[src/rtl/sw_ram_writer_if.sv]
// sw_ram_writer_if: request/response bundle between the switch-driven controller and the RAM writer
interface sw_ram_writer_if #(
  parameter int ADDR_WIDTH = 2,
  parameter int DATA_WIDTH = 4
);
  logic                  wr_req;
  logic                  rd_req;
  logic                  fill_req;
  logic [ADDR_WIDTH-1:0] addr;
  logic [DATA_WIDTH-1:0] wdata;
  logic [DATA_WIDTH-1:0] rdata;
  logic                  busy;
  logic                  done;
  logic [ADDR_WIDTH-1:0] fill_idx;
  modport master (
    output wr_req, rd_req, fill_req, addr, wdata,
    input  rdata, busy, done, fill_idx
  );
  modport slave (
    input  wr_req, rd_req, fill_req, addr, wdata,
    output rdata, busy, done, fill_idx
  );
endinterface

[src/rtl/sw_ram_writer.sv]
// sw_ram_writer: small RAM with single write, single read and incrementing-pattern fill operations
module sw_ram_writer #(
  parameter int ADDR_WIDTH = 2,
  parameter int DATA_WIDTH = 4
) (
  input logic             clk_2,
  input logic             reset,
  sw_ram_writer_if.slave  bus
);
  localparam int DEPTH = 2 ** ADDR_WIDTH;
  localparam logic [2:0] IDLE  = 3'd0;
  localparam logic [2:0] WRITE = 3'd1;
  localparam logic [2:0] READ  = 3'd2;
  localparam logic [2:0] FILL  = 3'd3;
  localparam logic [2:0] DONE  = 3'd4;
  localparam logic [ADDR_WIDTH-1:0] LAST = '1;
  logic [2:0]            state_q, state_d;
  logic [ADDR_WIDTH-1:0] addr_q, fill_idx_q;
  logic [DATA_WIDTH-1:0] wdata_q, rdata_q;
  logic                  busy_q, done_q;
  logic [DATA_WIDTH-1:0] mem_q [DEPTH];
  always_comb begin
    state_d = IDLE;
    case (state_q)
      IDLE:        state_d = bus.fill_req ? FILL : bus.wr_req ? WRITE : bus.rd_req ? READ : IDLE;
      WRITE, READ: state_d = DONE;
      FILL:        state_d = (fill_idx_q == LAST) ? DONE : FILL;
      default:     state_d = IDLE;
    endcase
  end
  always_ff @(posedge clk_2) begin
    if (reset) begin
      state_q    <= IDLE;
      addr_q     <= '0;
      wdata_q    <= '0;
      fill_idx_q <= '0;
      rdata_q    <= '0;
      busy_q     <= 1'b0;
      done_q     <= 1'b0;
      for (int i = 0; i < DEPTH; i++) mem_q[i] <= '0;
    end else begin
      state_q <= state_d;
      busy_q  <= state_d != IDLE;
      done_q  <= state_d == DONE;
      if (state_q == IDLE) begin
        addr_q  <= bus.addr;
        wdata_q <= bus.wdata;
      end
      if (state_q == WRITE) mem_q[addr_q] <= wdata_q;
      if (state_q == READ) rdata_q <= mem_q[addr_q];
      if (state_q == FILL) begin
        mem_q[fill_idx_q] <= wdata_q + DATA_WIDTH'(fill_idx_q);
        fill_idx_q        <= fill_idx_q + 1'b1;
      end
    end
  end
  assign bus.rdata    = rdata_q;
  assign bus.busy     = busy_q;
  assign bus.done     = done_q;
  assign bus.fill_idx = fill_idx_q;
endmodule

[src/flat_wrapper.sv]
// flat-port wrapper written by rule: the top's interface ports become plain ports
module sw_ram_writer_flat 
#(
  parameter int ADDR_WIDTH = 2,
  parameter int DATA_WIDTH = 4
)
  (clk_2, reset, bus_wr_req, bus_rd_req, bus_fill_req, bus_addr, bus_wdata, bus_rdata, bus_busy, bus_done, bus_fill_idx);
  sw_ram_writer_if #(.ADDR_WIDTH(ADDR_WIDTH), .DATA_WIDTH(DATA_WIDTH)) bus_i ();
  input logic clk_2;
  input logic reset;
  input wire logic [$bits(bus_i.wr_req)-1:0] bus_wr_req;
  input wire logic [$bits(bus_i.rd_req)-1:0] bus_rd_req;
  input wire logic [$bits(bus_i.fill_req)-1:0] bus_fill_req;
  input wire logic [$bits(bus_i.addr)-1:0] bus_addr;
  input wire logic [$bits(bus_i.wdata)-1:0] bus_wdata;
  output wire logic [$bits(bus_i.rdata)-1:0] bus_rdata;
  output wire logic [$bits(bus_i.busy)-1:0] bus_busy;
  output wire logic [$bits(bus_i.done)-1:0] bus_done;
  output wire logic [$bits(bus_i.fill_idx)-1:0] bus_fill_idx;
  assign bus_i.wr_req = bus_wr_req;
  assign bus_i.rd_req = bus_rd_req;
  assign bus_i.fill_req = bus_fill_req;
  assign bus_i.addr = bus_addr;
  assign bus_i.wdata = bus_wdata;
  assign bus_rdata = bus_i.rdata;
  assign bus_busy = bus_i.busy;
  assign bus_done = bus_i.done;
  assign bus_fill_idx = bus_i.fill_idx;
  sw_ram_writer #(.ADDR_WIDTH(ADDR_WIDTH), .DATA_WIDTH(DATA_WIDTH)) u_core (.clk_2(clk_2), .reset(reset), .bus(bus_i));
endmodule
[config.mk]
export PLATFORM = sky130hd
export DESIGN_NAME = sw_ram_writer_flat
export DESIGN_NICKNAME = d
export VERILOG_FILES = /design/src/rtl/sw_ram_writer_if.sv /design/src/rtl/sw_ram_writer.sv /design/src/flat_wrapper.sv
export SDC_FILE = /design/constraint.sdc
export NUM_CORES = 1
export LEC_CHECK = 0
export BUFFER_PORTS_ARGS = -buffer_cell sky130_fd_sc_hd__clkbuf_2
export CELL_PAD_IN_SITES_DETAIL_PLACEMENT = 1
export CELL_PAD_IN_SITES_GLOBAL_PLACEMENT = 1
export CORE_UTILIZATION = 30
export CTS_CLUSTER_SIZE = 28
export DETAILED_ROUTE_END_ITERATION = 10
export PLACE_DENSITY = 0.66
export SETUP_SLACK_MARGIN = 0.1
export SYNTH_ARGS = -nofsm -noshare
export SYNTH_HDL_FRONTEND = slang
export SYNTH_SLANG_ARGS = --single-unit
[constraint.sdc]
create_clock -name clk_2 -period 1.5 [get_ports clk_2]
set_clock_uncertainty 0.1 [all_clocks]
set_input_delay 0.075 -clock clk_2 [delete_from_list [all_inputs] [get_ports clk_2]]
set_output_delay 0.075 -clock clk_2 [all_outputs]
set_load 0.01 [all_outputs]
==> metrics, run 1 <==
status complete, but fails checks; failing checks negative setup slack; Final ANT Viol Nets 0; worst reg2reg path depth 6; slowest stage cell, crit path fa_2; synthesized flop and latch total 33; initial antenna violation count 0; Reg clk slew, reported paths 0.07 ns; Commonest cells post-synth 19 x nor2_1, 17 x dfxtp_1, 16 x edfxtp_1, 12 x mux2i_1, 8 x a21oi_1; first-pass GRT wire length 6600 um; drt initial violations 42; Clock Path Buffers 2; Synth async-reset ratio 0%; vias in the first global route 1349; Fin Setup TNS -1.58 ns; Initial Util 32.1%; Leakage 0.000957 uW; die width 74.1 um; WL final 4280 um; max_cap viols 0; diode count 0; Max IR drop VDD 0.978 mV; WL per Instance 16.9 um; Final period util 116%; crit path capture type flip-flop; Synth warnings 0; Hold Path Sink u_core.bus.fill_idx[1]$_SDFFE_PP0N_; total CTS buffers 5; CP cell instances ha_4 > inv_2 > fa_2 > nand2_2 > o211ai_1 > nor2_1; CTS tree built; Pwr per Cell Area 1160 nW/um2; via count 1227; nets@finish 201; Rel. slew slack 75.4%; DR pass1 iterations 2; Worst EP arrival 1.68 ns; Main synth FF type dfxtp_1; Buf+Inv Stages, Crit Path 1; CP max FO 4; CP peak stage delay 0.52 ns; largest net degree at the start of global routing 12; P&R area growth vs syn 58.0%; Mapped Area 1560 um2; Hold WS 0.0694 ns; Clk Latency, worst-skew pair 0.29 ns; Syn Area/Cell 12.0 um2; Port Buf Inserts 18; Worst EP required 1.44 ns; reg-to-reg setup timing slack -0.24 ns; number of library cell types mapped by synthesis 34; Rows 25; die area 5480 um2; number of synthesized flops with an enable pin 16; most frequent cell after synthesis nor2_1; worst reg2reg path startpoint u_core.bus.fill_idx[0]$_SDFFE_PP0N_; clock period minus worst slack 1.74 ns; Hold Crit Start reset; cell taking the most area after synthesis edfxtp_1; DRC 0; design area 2460 um2; worst flop-to-flop path endpoint u_core.mem_q[1][1]$_SDFFCE_PN0P_; All-Layer GR Usage 17.3%; grt total ovfl 0; Die H 74.1 um; Crit Path Category reg2reg; fraction of layout cells with a size suffix above 1 58.3%; htree depth 2; fmax 0.575 GHz; IO Pins 19; setup slack after layout -0.240 ns; Power Total 2850 uW; Post-Syn Nets 145; Tightest Pin Transition 0.367 ns; global placer's final weighted congestion 0.765; Tightest Hold Check Type in2reg; critical path startpoint category flip-flop; RSZ-0062 raised after global routing yes; Final setup viols 10; Placement Cell Area 1910 um2; Place WS -0.170 ns; Core ar. 4850 um2; main area contributors after synthesis edfxtp_1 31%, dfxtp_1 22%, mux2i_1 7.7%; Hold Vio Cnt, Final 0; max-slew violation count 0; Hold Path Cell Cnt 3; post-detail-place hpwl 2620 um; post-synth top area share 30.8%; Seq/Total Area, Yosys 52.7%; root buffer cell clkbuf_8; clk sinks 33; vias per cell 4.83; Crit path max-delay family adder cells; Post-Syn Instances 130
-- cell families (layout without fill, tap and decap cells) --
kind of cell	Yosys count	after routing	synth area share [%]
multiplexers	19	19	15.7
XOR/XNOR	2	2	1.12
adder cells (fa/ha/maj)	4	4	3.70
buffers and inverters	11	68	4.42
AO/OA/AOI/OAI	14	14	5.06
AND/OR/NAND/NOR	47	47	17.3
flip-flops	33	33	52.7
-- per-layer routing --
metal	global-route usage (%)	part of all wire [%]
met1	17.4	37
met2	32.5	56
met3	4.88	3.2
met4	8.55	3.3
met5	0	0
-- cells in the final DEF, fill, tap and decap left out, types with 2 or more instances in the layout --
cell           synthesis  routed
clkbuf_2               0      18
buf_4                  0      16
edfxtp_1              16      16
nor2_1                19      14
buf_6                  2      10
dlygate4sd3_1          0       9
dfxtp_1               17       9
mux2i_1               12       7
clkbuf_8               0       5
inv_1                  5       4
a21oi_1                8       4
nor2_2                 0       4
mux4_2                 4       4
dfxtp_2                0       4
dfxtp_4                0       4
mux2_4                 0       3
mux2i_4                0       3
nand2b_4               0       3
a21oi_2                0       3
nor3_2                 0       3
nor3b_4                1       2
nand2_4                0       2
nand3_4                0       2
nand3b_1               2       2
nor3b_1                2       2
mux2i_2                0       2
o21ai_0                3       2
ha_4                   0       2
bufinv_16              0       2
buf_12                 0       2
-- worst max-delay path by stage --
stage | endpoint | slack, ns | startpoint | cells past startpoint
6_report | u_core.mem_q[1][1]$_SDFFCE_PN0P_ | -0.24 | u_core.bus.fill_idx[0]$_SDFFE_PP0N_ | 6
5_1_grt | u_core.mem_q[2][1]$_SDFFCE_PN0P_ | -0.31 | u_core.bus.fill_idx[0]$_SDFFE_PP0N_ | 6
4_1_cts | u_core.mem_q[0][1]$_SDFFCE_PN0P_ | -0.20 | u_core.wdata_q[0]$_SDFFE_PP0P_ | 6
3_5_place_dp | u_core.mem_q[1][1]$_SDFFCE_PN0P_ | -0.17 | u_core.wdata_q[0]$_SDFFE_PP0P_ | 6
3_3_place_gp | u_core.mem_q[0][1]$_SDFFCE_PN0P_ | -0.11 | u_core.wdata_q[0]$_SDFFE_PP0P_ | 6
2_1_floorplan | u_core.mem_q[0][1]$_SDFFCE_PN0P_ | -0.12 | u_core.bus.fill_idx[0]$_SDFFE_PP0N_ | 6
-- sequential cells by signal, indices dropped and copies added (netlist names) --
register	flops
u_core.addr_q	2
u_core.bus.busy	1
u_core.bus.done	1
u_core.bus.fill_idx	2
u_core.bus.rdata	4
u_core.mem_q	16
u_core.state_q	3
u_core.wdata_q	4
-- cell type report --
cell class | count | area (um2)
fillers | 510 | 2390
multi-input cells | 86 | 931
flip-flops and latches | 33 | 841
repair buffers | 55 | 453
well taps | 67 | 83.8
clock buffers | 5 | 68.8
clock inverters | 3 | 65.1
inverters | 5 | 18.8
-- stage by stage --
stage | utilization, % | instances
floorplan | - | 130
global placement | 39.4 | 229
global route | 50.8 | 254
detailed placement | 39.4 | 229
CTS | 47.4 | 249
finish | 50.8 | 254
-- worst reg2reg max path, delay by kind of cell, from the launching register on --
family	cells	cell delay, ns
flops	1	0.37
compound gates	1	0.18
fa+ha+maj	2	0.66
simple gates	2	0.14
buf+inv	1	0.04
-- where the power goes --
part	switching, uW	internal, uW	leakage, uW
clock	340	660	0.0000681
sequential	78.4	1020	0.000310
combinational	335	413	0.000579
total	753	2100	0.000957
-- timing repair --
item | 4_1_cts | 5_1_grt
resized for setup | 34 | 29
endpoints found under the hold margin | 7 | 0
hold buffers | 9 | 0
endpoints found under the setup margin | 34 | 42
gates cloned | 0 | 0
buffers inserted | 3 | 6
pin swaps | 11 | 16
Note: power is estimated with default switching activity, not from simulation.
==> run 2, diff against run 1 <==
--- a/config.mk
+++ b/config.mk
@@ -11,7 +11,7 @@
 export CORE_UTILIZATION = 30
 export CTS_CLUSTER_SIZE = 28
 export DETAILED_ROUTE_END_ITERATION = 10
-export PLACE_DENSITY = 0.66
+export PLACE_DENSITY = 0.64
 export SETUP_SLACK_MARGIN = 0.1
 export SYNTH_ARGS = -nofsm -noshare
 export SYNTH_HDL_FRONTEND = slang
==> constraint.sdc (replaced) <==
create_clock -name clk_2 -period 2.2 [get_ports clk_2]
set_clock_uncertainty 0.1 [all_clocks]
set_input_delay 0.11 -clock clk_2 [delete_from_list [all_inputs] [get_ports clk_2]]
set_output_delay 0.11 -clock clk_2 [all_outputs]
set_load 0.01 [all_outputs]
==> run 2 against run 1 <==
Combinational power shrank 66%. Hold slack lost 0.035 ns. Maximum frequency shrank 7.6%. Highest routed layer unchanged. The flow now finishes without violations. Cell count shrank 12%. Wire length shrank 21%. Worst setup slack gained 0.56 ns. Flip-flop and latch count is the same. Non-clock buffer count shrank 30.
==> metrics, run 2 (same netlist as run 1, synthesis figures left out) <==
fillcell total 531 (+4.1%); via count 1054 (-14%); initial antenna violation count 0 (unchanged); Clk Latency, worst-skew pair 0.29 ns (about the same); DR pass1 iterations 4 (+2); post-cts repair resize count 0 (-100%); P&R area growth vs syn 19.8%; Max IR drop VDD 0.395 mV (-60%); status finished, final reports clean; total CTS buffers 5 (unchanged); RSZ-0062 raised after global routing no; htree depth 2 (unchanged); crit path capture type flip-flop; Port Buf Inserts 18 (unchanged); global placer's final weighted congestion 0.726 (-5.1%); clk sinks 33 (unchanged); Crit. Startpoint u_core.bus.fill_idx[0]$_SDFFE_PP0N_; Tightest Hold Check Type in2reg; CTS tree built; slowest stage cell, crit path fa_1; Top reg by flops u_core.mem_q; diode count 0 (unchanged); CP cell instances ha_1 > inv_1 > fa_1 > nand2_1 > o211ai_1 > nor2_1; DRC 0 (unchanged); Core ar. 4850 um2 (unchanged); postcts setup bufs 0 (-3); CP peak stage delay 0.48 ns (-0.04 ns); root buffer cell clkbuf_8; met2 Track Usage GR 24.1% (-8.4 points); max-slew violation count 0 (unchanged); largest net degree at the start of global routing 21 (+9); Final setup viols 0 (-10); Leakage 0.000714 uW (-25%); IO Pins 19 (unchanged); Crit Path Category reg2reg; CTS Hold Bufs 6 (-3); worst reg2reg path depth 6 (unchanged); Reg clk slew, reported paths 0.07 ns (about the same); Rel. slew slack 61.0% (-14 points); met3 Use GR 4.47% (-0.41 points); drt initial violations 50 (+19%); worst flop-to-flop path endpoint u_core.mem_q[2][1]$_SDFFCE_PN0P_; first-pass GRT wire length 5740 um (-13%); critical path startpoint category flip-flop; grt total ovfl 0 (unchanged); Final period util 85.6% (-30 points); Initial Util 32.1% (unchanged); Hold Vio Cnt, Final 0 (unchanged); max_cap viols 0 (unchanged); reg-to-reg setup timing slack 0.32 ns (+0.56 ns); vias in the first global route 1115 (-17%); Rows 25 (unchanged); Worst EP arrival 1.81 ns (+0.13 ns); die area 5480 um2 (unchanged); clock period minus worst slack 1.88 ns (+0.142 ns); Tightest Pin Transition 0.579 ns (+0.212 ns); most frequent cells in the layout 19 x nor2_1, 18 x clkbuf_2, 17 x dfxtp_1; met1 usage 18.2% (+0.83 points); vias per cell 4.71 (-2.6%); Die H 74.1 um (unchanged); die width 74.1 um (unchanged); WL per Instance 15.2 um (-9.9%); Worst setup endpoint u_core.mem_q[2][1]$_SDFFCE_PN0P_; most common cell after layout, fill and taps aside nor2_1; All-Layer GR Usage 14.9% (-2.4 points); Worst EP required 2.13 ns (+0.69 ns); Final ANT Viol Nets 0 (unchanged); Pwr per Cell Area 858 nW/um2 (-26%); Clock Path Buffers 2 (unchanged); CP max FO 6 (+2); max reg flops 16 (unchanged); Power Total 1600 uW (-44%); fmax 0.531 GHz (-7.6%); WL final 3400 um (-21%); worst reg2reg path startpoint u_core.bus.fill_idx[0]$_SDFFE_PP0N_; nets@finish 171 (-15%); Fin Setup TNS 0 ns (+1.58 ns); fraction of layout cells with a size suffix above 1 24.8% (-33 points); layer with the highest usage met2; post-detail-place hpwl 2430 um (-7.1%)
[run 2: cell types whose count changed in the layout (fill, tap and decap cells not counted), sizes merged]
cell,previous run,this run
clkbuf,23,25
bufinv,2,1
clkinv,1,0
buf,28,1
dlygate4sd3,9,6
[run 2: per-stage QoR]
step / cell area [um2] / util, % / setup WS [ns] / hold WS (ns) / cells
finish: 1870 / 38.5 / 0.318 / 0.0340 / 224
global route: 1870 / 38.5 / 0.153 / 0.0311 / 224
CTS: 1870 / 38.5 / 0.300 / 0.0333 / 224
detailed placement: 1690 / 34.8 / 0.317 / 0.257 / 210
global placement: 1690 / 34.8 / 0.345 / 0.246 / 210
floorplan: 1560 / - / 0.421 / 0.157 / 130
[run 2: cell type report]
class / count / area, um2 / share of cell area (%)
flip-flops and latches: 33 / 821 / 44.0
multi-input cells: 86 / 668 / 35.8
repair buffers: 25 / 158 / 8.45
clock buffers: 7 / 86.3 / 4.63
well taps: 67 / 83.8 / 4.49
clock inverters: 1 / 30.0 / 1.61
inverters: 5 / 18.8 / 1.01
[run 2: worst min path at each step]
stage | start | end | slack, ns | cells after the start
final | bus_rd_req | u_core.bus.busy$_SDFF_PP0_ | 0.03 | 3
after global routing | bus_rd_req | u_core.bus.busy$_SDFF_PP0_ | 0.03 | 3
after CTS | bus_rd_req | u_core.bus.busy$_SDFF_PP0_ | 0.03 | 3
after detailed placement | bus_wdata[2] | u_core.wdata_q[2]$_SDFFE_PP0P_ | 0.26 | 3
after global placement | bus_wdata[1] | u_core.wdata_q[1]$_SDFFE_PP0P_ | 0.25 | 3
after floorplan | bus_addr[0] | u_core.addr_q[0]$_SDFFE_PP0P_ | 0.16 | 2
[run 2: report_power, final]
part           internal, uW  total [uW]  switching [uW]  leakage, uW
logic                   128         255             128     0.000350
clock network           369         590             221    0.0000585
registers               696         756            59.9     0.000305
[run 2: critical path, delay by kind of cell (launching register included)]
kind | cells | cell delay [ns]
adders and majority gates | 2 | 0.69
and+or+nand+nor | 2 | 0.14
AOI/OAI and AO/OA | 1 | 0.19
DFF | 1 | 0.44
buffers and inverters | 1 | 0.06
[run 2: routing by layer]
metal | wire (um) | up-vias
li1 | - | 513
met1 | 1600 | 521
met2 | 1660 | 16
met3 | 99 | 4
met4 | 46 | 0
met5 | 0 | -
